**src/rtl/conv_window_sched.sv**
```systemverilog
// conv_window_sched
//   Walks every output position of one feature map in raster order, issuing
//   window-origin requests to the window buffer. A credit counter caps the
//   number of requests still waiting for a calculator result. Each result
//   strobe becomes one output-memory write at the next sequential address,
//   and a one-cycle done pulse marks the end of the layer.
//
//   Valid/ready: a request transfers on a cycle where o_win_valid and
//   i_win_ready are both 1; o_win_row/o_win_col hold steady while
//   o_win_valid=1 and i_win_ready=0. i_calc_valid returns one strobe per
//   accepted request, in order, with no back-pressure.
//
// Optional feature macro: CONV_SCHED_PERF_EN adds o_perf_cycles and
//   o_perf_stalls (RUN-entry..DONE cycle count and RUN stall count).
//
// Ports:
//   i_clk, i_rst          clock, asynchronous active-high reset
//   i_start               layer start (used only in IDLE)
//   o_win_valid/i_win_ready, o_win_row/o_win_col   window request
//   i_calc_valid          calculator result strobe
//   o_out_wr_en/o_out_addr output-memory write
//   o_busy, o_done, o_err status (err is sticky until the next start)
//   o_state               FSM state for debug (0 IDLE,1 RUN,2 DRAIN,3 DONE)
module conv_window_sched #(
  parameter int IMG_W       = 28,
  parameter int IMG_H       = 28,
  parameter int FILTER_SIZE = 5,
  parameter int STRIDE      = 1,
  parameter int MAX_OUT     = 4,
  parameter int ADDR_BITS   = 10
) (
  input  logic                 i_clk,
  input  logic                 i_rst,
  input  logic                 i_start,
  output logic                 o_win_valid,
  input  logic                 i_win_ready,
  output logic [7:0]           o_win_row,
  output logic [7:0]           o_win_col,
  input  logic                 i_calc_valid,
  output logic                 o_out_wr_en,
  output logic [ADDR_BITS-1:0] o_out_addr,
  output logic                 o_busy,
  output logic                 o_done,
  output logic                 o_err,
`ifdef CONV_SCHED_PERF_EN
  output logic [31:0]          o_perf_cycles,
  output logic [31:0]          o_perf_stalls,
`endif
  output logic [1:0]           o_state
);

  localparam int OUT_W = (IMG_W - FILTER_SIZE) / STRIDE + 1;
  localparam int OUT_H = (IMG_H - FILTER_SIZE) / STRIDE + 1;
  localparam int N_OUT = OUT_W * OUT_H;
  localparam int CNT_W = ADDR_BITS + 1;

  localparam logic [CNT_W-1:0] N_OUT_C   = CNT_W'(N_OUT);
  localparam logic [3:0]       MAX_OUT_C = 4'(MAX_OUT);
  localparam logic [7:0]       COL_LAST  = 8'((OUT_W - 1) * STRIDE);
  localparam logic [7:0]       STEP      = 8'(STRIDE);

  typedef enum logic [1:0] {
    S_IDLE  = 2'd0,
    S_RUN   = 2'd1,
    S_DRAIN = 2'd2,
    S_DONE  = 2'd3
  } state_t;

  state_t               r_state;
  logic [7:0]           r_row;
  logic [7:0]           r_col;
  logic [CNT_W-1:0]     r_issued;
  logic [CNT_W-1:0]     r_written;
  logic [3:0]           r_outst;
  logic                 r_win_valid;
  logic                 r_wr_en;
  logic [ADDR_BITS-1:0] r_addr;
  logic                 r_busy;
  logic                 r_done;
  logic                 r_err;

  logic             w_hs;
  logic             w_calc_ok;
  logic [CNT_W-1:0] w_issued_nxt;
  logic [3:0]       w_outst_nxt;

  always_comb begin
    w_hs         = (r_state == S_RUN) && r_win_valid && i_win_ready;
    // A result only counts when something is actually in flight.
    w_calc_ok    = i_calc_valid && (r_outst != 4'd0) &&
                   ((r_state == S_RUN) || (r_state == S_DRAIN));
    w_issued_nxt = r_issued + CNT_W'(w_hs);
    w_outst_nxt  = r_outst + {3'b000, w_hs} - {3'b000, w_calc_ok};
  end

  always_ff @(posedge i_clk or posedge i_rst) begin
    if (i_rst) begin
      r_state     <= S_IDLE;
      r_row       <= '0;
      r_col       <= '0;
      r_issued    <= '0;
      r_written   <= '0;
      r_outst     <= '0;
      r_win_valid <= 1'b0;
      r_wr_en     <= 1'b0;
      r_addr      <= '0;
      r_busy      <= 1'b0;
      r_done      <= 1'b0;
      r_err       <= 1'b0;
    end else begin
      r_wr_en <= 1'b0;
      r_done  <= 1'b0;
      if (i_calc_valid && (r_outst == 4'd0)) r_err <= 1'b1;

      case (r_state)
        S_IDLE: begin
          r_row       <= '0;
          r_col       <= '0;
          r_issued    <= '0;
          r_written   <= '0;
          r_outst     <= '0;
          r_win_valid <= 1'b0;
          if (i_start) begin
            r_state     <= S_RUN;
            r_busy      <= 1'b1;
            r_win_valid <= 1'b1;
            r_err       <= 1'b0;
          end
        end

        S_RUN, S_DRAIN: begin
          if (w_calc_ok) begin
            r_wr_en   <= 1'b1;
            r_addr    <= r_written[ADDR_BITS-1:0];
            r_written <= r_written + CNT_W'(1);
          end
          r_issued <= w_issued_nxt;
          r_outst  <= w_outst_nxt;
          if (w_hs) begin
            if (r_col == COL_LAST) begin
              r_col <= '0;
              r_row <= r_row + STEP;
            end else begin
              r_col <= r_col + STEP;
            end
          end
          if (r_state == S_RUN) begin
            if (w_issued_nxt == N_OUT_C) begin
              r_state     <= S_DRAIN;
              r_win_valid <= 1'b0;
            end else begin
              r_win_valid <= (w_outst_nxt < MAX_OUT_C);
            end
          end else if (r_written == N_OUT_C) begin
            // Last write strobe is on the outputs this cycle.
            r_state <= S_DONE;
            r_done  <= 1'b1;
            r_busy  <= 1'b0;
          end
        end

        default: begin
          r_state <= S_IDLE;
        end
      endcase
    end
  end

`ifdef CONV_SCHED_PERF_EN
  logic [31:0] r_perf_cycles;
  logic [31:0] r_perf_stalls;

  always_ff @(posedge i_clk or posedge i_rst) begin
    if (i_rst) begin
      r_perf_cycles <= '0;
      r_perf_stalls <= '0;
    end else if ((r_state == S_IDLE) && i_start) begin
      r_perf_cycles <= '0;
      r_perf_stalls <= '0;
    end else begin
      if (r_state != S_IDLE) r_perf_cycles <= r_perf_cycles + 32'd1;
      if ((r_state == S_RUN) && r_win_valid && !i_win_ready)
        r_perf_stalls <= r_perf_stalls + 32'd1;
    end
  end

  assign o_perf_cycles = r_perf_cycles;
  assign o_perf_stalls = r_perf_stalls;
`endif

  assign o_win_valid = r_win_valid;
  assign o_win_row   = r_row;
  assign o_win_col   = r_col;
  assign o_out_wr_en = r_wr_en;
  assign o_out_addr  = r_addr;
  assign o_busy      = r_busy;
  assign o_done      = r_done;
  assign o_err       = r_err;
  assign o_state     = r_state;

endmodule

```
**config.mk**
```make
export PLATFORM = sky130hd
export DESIGN_NAME = conv_window_sched
export DESIGN_NICKNAME = d
export VERILOG_FILES = /design/src/rtl/conv_window_sched.sv
export SDC_FILE = /design/constraint.sdc
export NUM_CORES = 1
export LEC_CHECK = 0
export CAP_MARGIN = 25
export CORE_ASPECT_RATIO = 1.1
export CORE_MARGIN = 10
export CORE_UTILIZATION = 60
export DETAILED_ROUTE_END_ITERATION = 7
export PLACE_DENSITY_LB_ADDON = 0.3
export SETUP_SLACK_MARGIN = 0.3
export SYNTH_ARGS = -nofsm -noshare
export SYNTH_HDL_FRONTEND = slang
export SYNTH_SLANG_ARGS = --single-unit
export TNS_END_PERCENT = 10
```
**constraint.sdc**
```tcl
create_clock -name i_clk -period 8.7 [get_ports i_clk]
set_input_delay 1.74 -clock i_clk [delete_from_list [all_inputs] [get_ports i_clk]]
set_output_delay 1.74 -clock i_clk [all_outputs]
set_load 0.1 [all_outputs]
```
==> flow_summary.toml <==
[status]
status = "finished, final reports clean"

[yosys]
syn-num-nets = 373
netlist.area_leader.share_pct = 45.86
yosysWarnings = 0
synth_enable_flop_cells = 0
share_of_synthesized_registers_carrying_an_async_set_or_reset_pct = 100.0
syn_avg_cell_area_um2 = 9.172
synthCells = 351
post_synth_instance_area_um2 = 3219
synthDistinctLibCells = 51
ys_seq_elements = 59
yosys_most_used_dff = "sky130_fd_sc_hd__dfrtp_1"
synth_top_cells_by_area = "sky130_fd_sc_hd__dfrtp_1 46%, sky130_fd_sc_hd__nand2_1 6.8%, sky130_fd_sc_hd__ha_1 6.2%, sky130_fd_sc_hd__o21ai_0 5.9%, sky130_fd_sc_hd__nor2_1 3.4%"
most_area_hungry_cell_type_in_the_yosys_netlist = "sky130_fd_sc_hd__dfrtp_1"
ys_seq_area_share_pct = 45.86

[timing]
relative_slew_slack_pct = 32.93
post-route-period-util_pct = 57.73
tightest_slew_ps = 1003
final.min_clock_period_ps = 5022
final-setup-viol-count = 0
final-max-slew-violation-count = 0
max_freq_mhz = 199.1
worst_clock_skew_ps = 6.871
hold_viol = 0
grt_setup_unrepaired = "no"
totalNegativeSetupSlack_ps = 0

[power]
cellPowerDensity_nw_per_um2 = 299.2
p_leak_nw = 1.837
worst_ir_drop_vdd_v = 0.0002589
design_power_total_w = 0.001161

[layout]
design.final.nets = 412
post-route-util_pct = 76.09
share_of_final_layout_standard_cells_stronger_than_drive_strength_1_pct = 7.089
number_of_antenna_cells_inserted = 0
num-fill-cells = 368
sequential_cell_area_um2 = 1476
syn2layout_area_growth_pct = 20.56
area_taken_by_multi_input_logic_gates_um2 = 1638

[placed_design]
place_hpwl_um = 4963
placement.io_buffers = 37
place.gp.congestion = 0.8597

[clock_network]
h-tree-depth = 3
cts.hold.buffers_added = 0
clock_latency_of_the_later_clocked_register_in_the_worst_skew_pair_ps = 340
cts_buffers = 9
tritoncts = "done"
cts.repair_timing.setup_buffer_count = 0
root_buffer = "sky130_fd_sc_hd__clkbuf_8"
cts-resized-gates = 0
clk_pin_slew_ps = 70
cts-root-to-sink-buffers = 2
clock_sink_count = 59

[detailed_routing]
firstDrtPassIters = 4
remaining_number_of_nets_flagged_by_the_antenna_check_after_routing = 0
detailroute.via_count = 2719
avgViaCountPerCell = 5.822
drt_iter0_markers = 201
routedWlPerCell_um = 15.75
routed_wl_um = 7355
route.detailed.drc = 0

[worst_setup_path]
worstPathArrival_ps = 5290
worst_r2r_endpoint = "o_win_valid$_DFFE_PP0P_"
critical_path_class = "input port to flop"
timing.rr.start = "o_state[1]$_DFFE_PP0P_"
critPathCapture = "o_win_valid$_DFFE_PP0P_"
worstSetupStartpoint = "i_calc_valid"
ff2ff_path_depth = 13
worstPathRequired_ps = 8970
worst-r2r-setup-slack_ps = 4450
timing.critical_path.from_type = "input port"
worst-path-max-fanout = 22
cp_capture_type = "flop"

[die]
core.rowCount = 27
fp.dieH_um = 96.83
io-pin-count = 38
initial_core_util_pct = 63.11
area_of_the_core_um2 = 5101
dieArea_um2 = 8699
die_w_um = 89.84

[global_routing]
grt_first_pass_wirelength_um = 12620
antenna_found_initial = 0
global_route.usage.total_pct = 17.10
grt_max_degree = 60
grt_pass1_vias = 2631
total_overflow_reported_by_the_global_router = 0

[worst_hold_path]
min-delay-path-class = "flop to flop"

[flow_run]
max_cap_violation_count = 0
logic make-up (layout without fill, tap and decap cells):
kind of cell             count (synthesis)  in the layout  synth area share (%)
adder cells (fa/ha/maj)                 17             17                 6.840
AND/OR/NAND/NOR                        150            150                 22.46
XOR/XNOR                                13             13                 3.537
multiplexers                             4              4                 1.321
AO/OA/AOI/OAI                           80             80                 16.71
buffers and inverters                   28             72                 3.265
flip-flops                              59             59                 45.86
through the flow:
stage | instance area [um^2] | std cells | hold WS, ps | worst slack (ps)
floorplan | 3219 | 351 | 453.0 | 4877
global placement | 3654 | 451 | 460.5 | 3564
detailed placement | 3654 | 451 | 466.8 | 3413
CTS | 3881 | 467 | 483.2 | 3647
global route | 3881 | 467 | 495.3 | 3281
finish | 3881 | 467 | 478.3 | 3678
power by group:
part | leakage (nW) | switching (W) | internal, W
Sequential | 0.761 | 0.0000609 | 0.000332
Clock | 0.113 | 0.000110 | 0.000177
Combinational | 0.963 | 0.000335 | 0.000147
layer usage:
| metal | up-vias | GRT usage, % | wire length, um | part of all wire, % |
|---|---|---|---|---|
| li1 | 1321 | - | - | - |
| met1 | 1310 | 19.72 | 3105 | 42 |
| met2 | 77 | 29.22 | 3721 | 51 |
| met3 | 11 | 4.549 | 419 | 5.7 |
| met4 | 0 | 6.922 | 108 | 1.5 |
| met5 | - | 0 | 0 | 0 |
layout make-up:
cell class | instances | area share (%)
repair buffers | 39 | 9.929
well taps | 72 | 2.321
multi-input cells | 264 | 42.20
clock buffers | 12 | 3.997
clock inverters | 4 | 1.870
inverters | 17 | 1.644
flip-flops and latches | 59 | 38.04
flip-flops by register name (all words and copies together), names as in the netlist:
register,count
r_outst,4
o_err,1
o_state,2
o_busy,1
o_done,1
o_out_addr,10
o_win_valid,1
o_win_col,8
r_written,11
o_win_row,8
o_out_wr_en,1
r_issued,11
worst min-delay path by stage:
stage | cells past startpoint | start | slack, ps | end
6_report | 2 | o_out_addr[5]$_DFFE_PP0P_ | 480 | o_out_addr[5]$_DFFE_PP0P_
2_1_floorplan | 2 | r_outst[2]$_DFFE_PP0P_ | 450 | r_outst[2]$_DFFE_PP0P_
5_1_grt | 2 | o_out_addr[9]$_DFFE_PP0P_ | 500 | o_out_addr[9]$_DFFE_PP0P_
3_5_place_dp | 2 | o_out_addr[9]$_DFFE_PP0P_ | 470 | o_out_addr[9]$_DFFE_PP0P_
3_3_place_gp | 2 | o_out_addr[6]$_DFFE_PP0P_ | 460 | o_out_addr[6]$_DFFE_PP0P_
4_1_cts | 2 | o_out_addr[9]$_DFFE_PP0P_ | 480 | o_out_addr[9]$_DFFE_PP0P_
Yosys cell counts, types with 2 or more instances:
| master | count |
|---|---|
| sky130_fd_sc_hd__o31ai_1 | 3 |
| sky130_fd_sc_hd__mux2i_1 | 2 |
| sky130_fd_sc_hd__a21o_1 | 6 |
| sky130_fd_sc_hd__nor3_1 | 6 |
| sky130_fd_sc_hd__nor4b_1 | 2 |
| sky130_fd_sc_hd__nand4_1 | 10 |
| sky130_fd_sc_hd__a22o_1 | 6 |
| sky130_fd_sc_hd__xor2_1 | 10 |
| sky130_fd_sc_hd__a31oi_1 | 4 |
| sky130_fd_sc_hd__or3_1 | 2 |
| sky130_fd_sc_hd__ha_1 | 16 |
| sky130_fd_sc_hd__and3_1 | 10 |
| sky130_fd_sc_hd__nand2b_1 | 2 |
| sky130_fd_sc_hd__nand3b_1 | 2 |
| sky130_fd_sc_hd__dfrtp_1 | 59 |
| sky130_fd_sc_hd__or2_2 | 2 |
| sky130_fd_sc_hd__inv_1 | 16 |
| sky130_fd_sc_hd__mux2_2 | 2 |
| sky130_fd_sc_hd__o21ai_0 | 38 |
| sky130_fd_sc_hd__a211oi_1 | 2 |
| sky130_fd_sc_hd__nor2b_1 | 8 |
| sky130_fd_sc_hd__nand3_1 | 12 |
| sky130_fd_sc_hd__nor2_1 | 29 |
| sky130_fd_sc_hd__xnor2_1 | 3 |
| sky130_fd_sc_hd__nand2_1 | 58 |
| sky130_fd_sc_hd__a21oi_1 | 5 |
| sky130_fd_sc_hd__o21a_1 | 3 |
| sky130_fd_sc_hd__clkbuf_1 | 10 |
layout by cell type (no fill, tap or decap), types with 8 or more instances in the layout:
cell type,count
sky130_fd_sc_hd__dfrtp_1,59
sky130_fd_sc_hd__nand2_1,58
sky130_fd_sc_hd__o21ai_0,38
sky130_fd_sc_hd__clkdlybuf4s50_1,37
sky130_fd_sc_hd__nor2_1,29
sky130_fd_sc_hd__ha_1,16
sky130_fd_sc_hd__inv_1,15
sky130_fd_sc_hd__nand3_1,12
sky130_fd_sc_hd__clkbuf_8,11
sky130_fd_sc_hd__and3_1,10
sky130_fd_sc_hd__nand4_1,10
sky130_fd_sc_hd__xor2_1,10
sky130_fd_sc_hd__nor2b_1,8
worst max-delay path: stages:
cell and delay [ps]:
sky130_fd_sc_hd__clkdlybuf4s50_1 430, sky130_fd_sc_hd__nand3_1 580, sky130_fd_sc_hd__clkinv_1 670, sky130_fd_sc_hd__ha_1 510
sky130_fd_sc_hd__inv_1 40, sky130_fd_sc_hd__ha_1 200, sky130_fd_sc_hd__fa_1 380, sky130_fd_sc_hd__xnor2_1 210
sky130_fd_sc_hd__nand2_1 80, sky130_fd_sc_hd__a311oi_1 270, sky130_fd_sc_hd__o22a_1 180
No activity file was read; power rests on OpenSTA's default activity.
